File: src/rtl/am_lock_rx.sv
// am_lock_rx: alignment-marker lock FSM for a 66-bit block receiver (4 lanes).
// Define AM_LOCK_RX_ASSERT_EN to compile in simulation-only consistency assertions.
module am_lock_rx #(
    parameter int BLOCK_W = 66,
    parameter int LANE_N  = 4,
    parameter int GAP_N   = 16383
) (
    input  logic               clk,
    input  logic               nreset,
    input  logic               valid_i,
    input  logic               signal_v_i,
    input  logic [BLOCK_W-1:0] block_i,
    output logic               lock_v_o,
    output logic               lite_am_v_o,
    output logic               lite_lock_v_o,
    output logic [LANE_N-1:0]  lane_o
);
    localparam int CNT_W = $clog2(GAP_N + 1);
    localparam int LW    = (LANE_N > 1) ? $clog2(LANE_N) : 1;

    // {M2,M1,M0} and {M6,M5,M4} per lane, index 0 = lane 0
    localparam logic [3:0][23:0] AM_LO = {24'h3D79A2, 24'h9B65C5, 24'hE6C4F0, 24'h477690};
    localparam logic [3:0][23:0] AM_HI = {24'hC2865D, 24'h649A3A, 24'h193B0F, 24'hB8896F};

    typedef enum logic [2:0] {
        INIT, RESET_CNT, FIND_1ST, COUNT_1, COMP_2ND, COUNT_2, COMP_AM, SLIP
    } state_t;

    state_t             state_q, state_d;
    logic [CNT_W-1:0]   cnt_q, cnt_d;
    logic [1:0]         inv_q, inv_d;
    logic [LW-1:0]      lidx_q, lidx_d;
    logic               lock_q, lock_d;
    logic [LANE_N-1:0]  lane_q, lane_d;
    logic               sticky_q, sticky_d;

    logic [LANE_N-1:0]  match_v;
    logic [LW-1:0]      match_idx;
    logic               any_match, cur_match, cnt_last;
    logic               slip_v;
    logic               unused_dbg;

    for (genvar l = 0; l < LANE_N; l++) begin : g_match
        if (l < 4) begin : g_known
            assign match_v[l] = (block_i[1:0] == 2'b10) &&
                                (block_i[25:2] == AM_LO[l]) &&
                                (block_i[57:34] == AM_HI[l]);
        end else begin : g_none
            assign match_v[l] = 1'b0;
        end
    end

    always_comb begin
        match_idx = '0;
        for (int l = 0; l < LANE_N; l++)
            if (match_v[l]) match_idx = LW'(l);
    end

    assign any_match = |match_v;
    assign cur_match = match_v[lidx_q];
    assign cnt_last  = (cnt_q == CNT_W'(GAP_N - 1));

    always_comb begin
        state_d  = state_q;
        cnt_d    = cnt_q;
        inv_d    = inv_q;
        lidx_d   = lidx_q;
        lock_d   = lock_q;
        lane_d   = lane_q;
        sticky_d = sticky_q;
        if (!signal_v_i) begin
            state_d  = INIT;
            cnt_d    = '0;
            inv_d    = '0;
            lock_d   = 1'b0;
            lane_d   = '0;
            sticky_d = 1'b0;
        end else begin
            case (state_q)
                INIT: begin
                    sticky_d = 1'b0;
                    state_d  = RESET_CNT;
                end
                RESET_CNT: begin
                    cnt_d   = '0;
                    inv_d   = '0;
                    state_d = FIND_1ST;
                end
                FIND_1ST: if (valid_i && any_match) begin
                    lidx_d   = match_idx;
                    sticky_d = 1'b0;
                    state_d  = COUNT_1;
                end
                COUNT_1, COUNT_2: if (valid_i) begin
                    if (cnt_last) begin
                        cnt_d   = '0;
                        state_d = (state_q == COUNT_1) ? COMP_2ND : COMP_AM;
                    end else begin
                        cnt_d = cnt_q + 1'b1;
                    end
                end
                COMP_2ND: if (valid_i) begin
                    if (cur_match) begin
                        lock_d  = 1'b1;
                        lane_d  = LANE_N'(1) << lidx_q;
                        state_d = COUNT_2;
                    end else begin
                        sticky_d = 1'b1;
                        state_d  = SLIP;
                    end
                end
                COMP_AM: if (valid_i) begin
                    if (cur_match) begin
                        inv_d   = '0;
                        state_d = COUNT_2;
                    end else if (inv_q == 2'd3) begin
                        sticky_d = 1'b1;
                        state_d  = SLIP;
                    end else begin
                        inv_d   = inv_q + 1'b1;
                        state_d = COUNT_2;
                    end
                end
                SLIP: begin
                    lock_d  = 1'b0;
                    lane_d  = '0;
                    state_d = RESET_CNT;
                end
                default: state_d = INIT;
            endcase
        end
    end

    always_ff @(posedge clk or posedge nreset) begin
        if (nreset) begin
            state_q  <= INIT;
            cnt_q    <= '0;
            inv_q    <= '0;
            lidx_q   <= '0;
            lock_q   <= 1'b0;
            lane_q   <= '0;
            sticky_q <= 1'b0;
        end else begin
            state_q  <= state_d;
            cnt_q    <= cnt_d;
            inv_q    <= inv_d;
            lidx_q   <= lidx_d;
            lock_q   <= lock_d;
            lane_q   <= lane_d;
            sticky_q <= sticky_d;
        end
    end

    // Sticky term keeps slip visible until the search finds a fresh marker.
    assign slip_v = signal_v_i && (
        (state_q == COMP_2ND && valid_i && !cur_match) ||
        (state_q == COMP_AM && valid_i && !cur_match && inv_q == 2'd3) ||
        (sticky_q && !(state_q == FIND_1ST && valid_i && any_match)));

    assign lock_v_o      = lock_q;
    assign lane_o        = lane_q;
    assign lite_am_v_o   = lock_q && valid_i && (state_q == COMP_AM);
    assign lite_lock_v_o = lock_q && (inv_q == 2'd0);

    // BIP bytes are never compared; slip_v is a debug probe only.
    assign unused_dbg = ^{block_i[33:26], block_i[65:58], slip_v};

`ifdef AM_LOCK_RX_ASSERT_EN
    a_lane_onehot: assert property (@(posedge clk) disable iff (nreset) $onehot0(lane_o));
    a_lock_lane:   assert property (@(posedge clk) disable iff (nreset) lock_v_o |-> (lane_o != '0));
    a_lock_idle:   assert property (@(posedge clk) disable iff (nreset)
                       (state_q == INIT || state_q == FIND_1ST) |-> !lock_v_o);
`else
    // no checkers in this build; datapath identical
`endif
endmodule

File: config.mk
export PLATFORM = sky130hd
export DESIGN_NAME = am_lock_rx
export DESIGN_NICKNAME = d
export VERILOG_FILES = /design/src/rtl/am_lock_rx.sv
export SDC_FILE = /design/constraint.sdc
export NUM_CORES = 1
export LEC_CHECK = 0
export BUFFER_PORTS_ARGS = -buffer_cell sky130_fd_sc_hd__buf_2
export CAP_MARGIN = 10
export CORE_MARGIN = 1.5
export CORE_UTILIZATION = 49
export DETAILED_ROUTE_END_ITERATION = 10
export PLACE_DENSITY_LB_ADDON = 0.2
export SKIP_LAST_GASP = 1
export SYNTH_ARGS = -nofsm -noshare
export SYNTH_HDL_FRONTEND = slang
export SYNTH_SLANG_ARGS = --single-unit
File: constraint.sdc
create_clock -name clk -period 2.95 [get_ports clk]
set_input_delay 0.295 -clock clk [delete_from_list [all_inputs] [get_ports clk]]
set_output_delay 0.295 -clock clk [all_outputs]
set_load 0.005 [all_outputs]
==> summary.md, run 1 <==
| Metric | Value |
|---|---|
| Number of nets in the synthesized netlist | ~290 |
| Sequential power share | a little over 40% |
| Leak | 1.03 nW |
| Number of I/O pins | 77 |
| Critical path peak fanout | 9 |
| Number of flip-flops and latches in the synthesized netlist | 26 |
| Area used by multi-input combinational logic | 0.00118 mm^2 |
| Post-synth EDFFs | 0 |
| Met1 Usage GRT | ~28% |
| Vias post-DR | between 1.5k and 2k |
| DP Wirelength | approximately 3400 um |
| Max Fclk | approximately 0.43 GHz |
| Share of total power in the clock network | between 20 and 30% |
| Arrival time of data at the critical path endpoint | ~2500 ps |
| Reg clk slew, reported paths | 90 ps |
| Kind of cell adding the most delay to the critical path | simple AND/OR/NAND/NOR gates |
| Total non-filler cell area in the finished layout | between 0.002 and 0.0025 mm^2 |
| Area of the core region | around 0.0037 mm^2 |
| Total placed instance area | roughly 0.0022 mm^2 |
| Total wire length after detailed routing | 4240 um |
| Pin count of the biggest net entering global routing | 27 |
| Share of layout cells above drive strength 1 | a little over a quarter |
| Power Total | 0.00101 W |
| PwrDens | 434 mW/mm^2 |
| Average wire per standard cell | 13.2 um |
| Depth of the CTS H-tree | 1 |
| Internal Dissipation | ~0.00069 W |
| Reg area | around 650 um^2 |
| Worst Skew | around 2.6 ps |
| Global-route met2 utilization | around 40% |
| Worst Setup Start Kind | register |
| Num rows | 22 |
| Final clock period utilization by the worst path | about four fifths |
| Setup slack of the worst register-to-register path | ~650 ps |
| Netlist area before placement | 0.00190 mm^2 |
| Count of different cell masters after synthesis | 48 |
| Worst setup slack after layout | roughly 650 ps |
| Worst Path Class, Setup | reg2reg |
| Net switching fraction of the power | a little under a third |
| Most Used Layer, Global Route | met2 |
| Global Route met3 Usage | between 4 and 5% |
| Port Buffer Count | 60 |
| Via count of the first global-routing pass | between 1.5k and 2k |
| Global route total overflow | 0 |
| Antenna-violating nets left | 0 |
| Sink Count | 26 |
| Net load switching power | 0.000316 W |
| Required arrival time at the worst endpoint | 3110 ps |
| Horiz. Die Dim | between 60 and 70 um |
| Peak supply drop | just under 400 uV |
| Number of iterations in the first detailed-routing pass | 4 |
| Drc violations | 0 |
| Number of maximum-capacitance constraint violations | 0 |
| Total buffers and inverters traversed by the critical path | 0 |
| Net total in the final layout | roughly 350 |
| Clk_lat worst skew | 270 ps |
| Synthesized area per cell | 8.95 um^2 |
| Pre-CTS setup slack | between 300 and 400 ps |
| Area growth, synth to finish | 22.4% |
| Proportion of synthesized chip area in sequential cells | 34.3% |
| Initial standard-cell utilization of the core | 51.4% |
| GRT Util Overall | roughly 23% |
| # resized after CTS | 0 |
| Drt initial violations | 77 |
| Number of antenna violations at the first check in global routing | 0 |
| Worst-case headroom to the max-slew limit | 34.2% |
| Cells along the critical path | nor4b_1, nand4_1, or4_1, o2111ai_2, nor2_2, o311a_1, mux2_4 |
| Die outline height | 65.2 um |
| Antenna diode count | 0 |
| Total count of hold-check failures in the final report | 0 |
| Critical Path Sink Type | register |
| Floorplan die area | ~0.0043 mm^2 |
| Setup repair after global routing missed its margin | no |
| Final critical-path required period | 2300 ps |
| CTS root buf | clkbuf_8 |
| Gpl congestion | roughly 0.84 |
| Worst Max-Slew Pin Slew | slightly below 1000 ps |
| Post-cts hold buffer count | 0 |
| Synth warn | 0 |
| Share of flip-flops with an asynchronous set or reset | between 90% and 100% |
| Filler cells | between 300 and 400 |
| Buffers inserted by post-CTS timing repair | 0 |
| Final-report max-slew violation count | 0 |
| Kind of path behind the tightest hold check | in2async |
| Top_reg_cell synth | dfrtp_1 |
| TritonCTS clock tree | built |
| TritonCTS buffer count | 3 |
| Standard cell with the maximum stage delay on the critical path | dfrtp_1 |
| Status | finished clean |
| Aggregate negative setup slack | 0 ps |
| Per-cell via count in the routed design | between 5 and 6 |
| Combinational group share of total power | 28.8% |
| Maximum clock path buffer count | 2 |
| Final setup vio count | 0 |
| Wire length of the first global-routing pass | 7750 um |
| Max stage delay on crit path | 470 ps |
| Cell count after synthesis | around 210 |
layer usage:
layer  up-vias  share of wire (%)  routed length, um
met3         0                3.4                143
met5         -                  0                  0
met2        42                 52               2220
li1        899                  -                  -
met4         0                  0                  0
met1       841                 44               1870
stage by stage:
stage	hold WS, ps	std cells	util [%]
after CTS	276	321	62.9
after global routing	325	321	62.9
after detailed placement	521	317	61.0
after global placement	515	317	61.0
after floorplan	335	212	-
final	241	321	62.9
registers in the layout, summed over array words and instances (netlist names):
register / flops
state_q: 3
inv_q: 2
lidx_q: 2
lane_o: 4
cnt_q: 14
lock_v_o: 1
power by group through the flow:
stage          combinational [W]  sequential (W)  clock [W]
2_1_floorplan           0.000225        0.000398          0
3_3_place_gp            0.000284        0.000425          0
3_5_place_dp            0.000291        0.000425          0
4_1_cts                 0.000292        0.000418   0.000304
5_1_grt                 0.000328        0.000425   0.000317
6_report                0.000291        0.000419   0.000299
final cells by class:
cell class	instances	share of cell area, %
flip-flops and latches	26	28.0
repair buffers	62	13.6
well taps	48	2.59
clock buffers	3	1.78
multi-input cells	170	50.9
inverters	11	1.78
clock inverters	1	1.29
layout by cell type, fill, tap and decap left out, drive strengths merged, types with 3 or more instances in the layout:
| cell type | instances |
|---|---|
| nor4 | 5 |
| or3 | 4 |
| nand3 | 10 |
| xnor2 | 8 |
| dfrtp | 26 |
| nor4b | 4 |
| inv | 11 |
| nand2 | 18 |
| a21oi | 4 |
| nor2b | 9 |
| o21ai | 7 |
| and3 | 4 |
| ha | 4 |
| nor4bb | 4 |
| nand4 | 14 |
| xor2 | 5 |
| and2 | 3 |
| clkbuf | 3 |
| buf | 62 |
| nor2 | 24 |
| and4bb | 9 |
| mux2i | 6 |
| nand3b | 4 |
Yosys cell counts (all sizes together), types with 6 or more instances:
cell type	instances	area, um^2
o21ai	7	35.0
nor2b	9	56.3
nand3	10	50.1
inv	11	41.3
nor2	24	92.6
xnor2	8	70.1
mux2i	6	60.1
dfrtp	26	651
nand2	18	67.6
nand4	14	87.6
and4bb	9	113
worst register-to-register path, stage by stage (launching register included):
cell	delay (ps)
dfrtp_1	470
nor4b_1	330
nand4_1	130
or4_1	430
o2111ai_2	110
nor2_2	110
o311a_1	350
mux2_4	270
logic make-up after synthesis:
group           count (synthesis)  synth area share [%]
fa+ha+maj                       5                  3.17
simple gates                  124                  41.9
compound gates                 21                  7.32
buf+inv                        16                  3.36
xor+xnor                       13                  6.00
mux                             7                  3.96
flops                          26                  34.3
worst paths after layout:
check                      cells past startpoint        from          to
max reg2reg                                    7   lidx_q[0]  state_q[1]
max                                            7   lidx_q[0]  state_q[1]
max in group asynchronous                      2      nreset   cnt_q[13]
min reg2reg                                    2   lane_o[2]   lane_o[2]
min in group clk                               2  signal_v_i    lock_v_o
min                                            2      nreset    lock_v_o
No activity file was read; power rests on OpenSTA's default activity.
==> run 2: changes to the inputs <==
ABC_AREA = 1   (was not set)
CORE_UTILIZATION = 55   (was 49)
clock period = 2.3 ns   (was 2.95 ns; I/O delays follow)
==> summary.md, run 2 <==
| Metric | Value |
|---|---|
| Share of the synthesized area in the top cell type | 22.4% (was 34.3%) |
| Post-synth EDFFs | 0 (unchanged) |
| Average wire per standard cell | 12.1 um (was 13.2 um) |
| Clk_lat worst skew | 270 ps (about the same) |
| Number of nets in the synthesized netlist | 640 (was 286) |
| Number of iterations in the first detailed-routing pass | 5 (was 4) |
| TritonCTS buffer count | 3 (unchanged) |
| Register containing the most flip-flops in the final layout | cnt_q (unchanged) |
| Number of flip-flops under the largest register name | 14 (unchanged) |
| Vias post-DR | 3468 (was 1782) |
| Highest-count cells in the layout ignoring fill and taps | nand2_1 (182), nor2_1 (132), inv_1 (86) (was buf_2 (60), dfrtp_1 (26), nor2_1 (23)) |
| Global route total overflow | 0 (unchanged) |
| Worst setup slack after layout | 439 ps (was 647 ps) |
| Worst Setup Start Kind | register (unchanged) |
| Worst Skew | 5.52 ps (was 2.63 ps) |
| TritonCTS clock tree | built (unchanged) |
| Dominant cell type by area after synthesis | nand2_1 (was dfrtp_1) |
| Drt initial violations | 200 (was 77) |
| Reg area | 651 um^2 (unchanged) |
| CTS root buf | clkbuf_8 (unchanged) |
| Cell count after synthesis | 566 (was 212) |
| DP Wirelength | 7180 um (was 3440 um) |
| Number of I/O pins | 77 (unchanged) |
| Share of flip-flops with an asynchronous set or reset | 100% (unchanged) |
| Pin count of the biggest net entering global routing | 27 (unchanged) |
| Area used by multi-input combinational logic | 0.00202 mm^2 (was 0.00118 mm^2) |
| Setup slack of the worst register-to-register path | 440 ps (was 650 ps) |
| Filler cells | 531 (was 346) |
| Horiz. Die Dim | 77.5 um (was 65.2 um) |
| Buffers inserted by post-CTS timing repair | 0 (unchanged) |
| Max Fclk | between 0.5 and 0.6 GHz |
| Antenna diode count | 0 (unchanged) |
| GRT Util Overall | 30.4% (was 22.6%) |
| Antenna-violating nets left | 0 (unchanged) |
| Floorplan die area | 0.00601 mm^2 (was 0.00425 mm^2) |
| Final-report max-slew violation count | 0 (unchanged) |
| Cell with the most instances after synthesis | nand2_1 (was dfrtp_1) |
| Setup repair after global routing missed its margin | no (unchanged) |
| Combinational group share of total power | 40.1% (was 28.8%) |
| Port Buffer Count | 60 (unchanged) |
| Num rows | 26 (was 22) |
| Maximum clock path buffer count | 2 (unchanged) |
| Synth top cells by count | nand2_1 (182), nor2_1 (132), inv_1 (86), nand3_1 (43), dfrtp_1 (26) (was dfrtp_1 (26), nor2_1 (23), nand2_1 (18), nand4_1 (14), inv_1 (11)) |
| Number of antenna violations at the first check in global routing | 0 (unchanged) |
| Post-cts hold buffer count | 0 (unchanged) |
| Leak | 1.77 nW (was 1.03 nW) |
| Aggregate negative setup slack | 0 ps (unchanged) |
| Total count of hold-check failures in the final report | 0 (unchanged) |
| Per-cell via count in the routed design | 4.97 (was 5.55) |
| Final critical-path required period | ~1900 ps |
| Sink Count | 26 (unchanged) |
| Initial standard-cell utilization of the core | 58.3% (was 51.4%) |
| Via count of the first global-routing pass | 3306 (was 1787) |
| Worst reg2reg path endpoint | cnt_q[6] (was state_q[1]) |
| Status | finished clean (unchanged) |
| Reg clk slew, reported paths | 90 ps (about the same) |
| Required arrival time at the worst endpoint | 2070 ps (was 3110 ps) |
| Worst Max-Slew Pin Slew | 520 ps (was 986 ps) |
| Arrival time of data at the critical path endpoint | 1630 ps (was 2470 ps) |
| Peak supply drop | 372 uV (was 391 uV) |
| Final clock period utilization by the worst path | a little over 80% |
| Sequential power share | 40.3% (was 41.5%) |
| Worst Path Class, Setup | reg2out (was reg2reg) |
| Worst-case headroom to the max-slew limit | 65.0% (was 34.2%) |
| Worst Reg-to-Reg Cells | 12 (was 7) |
| Wire length of the first global-routing pass | 14600 um (was 7750 um) |
| Total placed instance area | 0.00343 mm^2 (was 0.00225 mm^2) |
| Total non-filler cell area in the finished layout | 0.00347 mm^2 (was 0.00232 mm^2) |
| Internal Dissipation | 0.000767 W (was 0.000693 W) |
| Net load switching power | 0.000522 W (was 0.000316 W) |
| Proportion of synthesized chip area in sequential cells | 21.3% (was 34.3%) |
| Biggest area contributors in the synthesized netlist | nand2_1 (22%), dfrtp_1 (21%), nor2_1 (16%), inv_1 (11%), nand3_1 (7.0%) (was dfrtp_1 (34%), and4bb_1 (5.9%), nand4_1 (4.6%), nor2_1 (4.6%), xnor2_1 (3.7%)) |
| Critical Path Sink Type | output port (was register) |
| Power Total | 0.00129 W (was 0.00101 W) |
| Synthesized area per cell | 5.39 um^2 (was 8.95 um^2) |
| Drc violations | 0 (unchanged) |
| Share of total power in the clock network | 19.6% (was 29.6%) |
| Top_reg_cell synth | dfrtp_1 (unchanged) |
| Net total in the final layout | 704 (was 348) |
| Kind of path behind the tightest hold check | in2async (unchanged) |
| Final setup vio count | 0 (unchanged) |
| Number of maximum-capacitance constraint violations | 0 (unchanged) |
| Critical path peak fanout | 8 (was 9) |
| Pre-CTS setup slack | 350 ps (was 399 ps) |
| Most common cell after layout, fill and taps aside | nand2_1 (was buf_2) |
| Share of layout cells above drive strength 1 | 16.4% (was 27.1%) |
| Die outline height | 77.5 um (was 65.2 um) |
| Netlist area before placement | 0.00305 mm^2 (was 0.00190 mm^2) |
| Net switching fraction of the power | 40.5% (was 31.3%) |
| Count of different cell masters after synthesis | 38 (was 48) |
| Startpoint of the most critical register-to-register path | state_q[0] (was lidx_q[0]) |
| Depth of the CTS H-tree | 1 (unchanged) |
| PwrDens | 371 mW/mm^2 (was 434 mW/mm^2) |
| Number of flip-flops and latches in the synthesized netlist | 26 (unchanged) |
| # resized after CTS | 0 (unchanged) |
| Gpl congestion | 0.974 (was 0.838) |
| Area of the core region | 0.00524 mm^2 (was 0.00369 mm^2) |
| Total wire length after detailed routing | 8420 um (was 4240 um) |
| Area growth, synth to finish | 13.8% (was 22.4%) |
| Synth warn | 0 (unchanged) |
## run 2: final cells by class
| cell class | count | share of cell area (%) |
|---|---|---|
| Sequential cell | 26 | 18.7 |
| Clock buffer | 3 | 1.19 |
| Inverter | 97 | 10.6 |
| Tap cell | 70 | 2.52 |
| Timing Repair Buffer | 61 | 8.86 |
| Multi-Input combinational cell | 441 | 58.1 |
## run 2: logic make-up (layout without fill, tap and decap cells)
family	after synthesis	count (layout)	synth area share, %
buf+inv	99	161	12.5
compound gates	27	27	5.57
flops	26	26	21.3
xor+xnor	2	2	0.574
fa+ha+maj	4	4	1.64
simple gates	408	408	58.4
## run 2: worst max path at each step
| stage | from | to | slack (ps) | cells past startpoint |
|---|---|---|---|---|
| 5_1_grt | state_q[2] | lite_am_v_o | 230 | 5 |
| 2_1_floorplan | state_q[1] | cnt_q[6] | 800 | 11 |
| 6_report | state_q[2] | lite_am_v_o | 440 | 5 |
| 3_3_place_gp | block_i[51] | state_q[2] | 380 | 15 |
| 3_5_place_dp | block_i[51] | state_q[1] | 350 | 16 |
| 4_1_cts | state_q[2] | lite_am_v_o | 450 | 5 |
## run 2: metrics by stage
stage	std cells	hold slack, ps	util (%)
4_1_cts	698	8.45	66.3
3_3_place_gp	695	297	65.5
6_report	698	0.183	66.3
2_1_floorplan	566	270	-
3_5_place_dp	695	304	65.5
5_1_grt	698	43.3	66.3
## run 2: routing by layer
layer | GRT usage, % | wire, um
met4 | 7.64 | 132
met2 | 50.4 | 3790
met1 | 40.7 | 3990
met5 | 0 | 0
met3 | 5.76 | 504
## run 2: critical path: stages, from the launching register on
cell and delay, ps:
dfrtp_1 490, nand2_1 140, nor2_1 350, inv_1 160, nor2_1 110, buf_2 110
## run 2: power groups by stage
| stage | combinational, W | clock [W] | sequential (W) |
|---|---|---|---|
| after CTS | 0.000511 | 0.000259 | 0.000518 |
| after floorplan | 0.000373 | 0 | 0.000511 |
| after detailed placement | 0.000508 | 0 | 0.000528 |
| final | 0.000517 | 0.000253 | 0.000519 |
| after global routing | 0.000589 | 0.000279 | 0.000526 |
| after global placement | 0.000496 | 0 | 0.000527 |
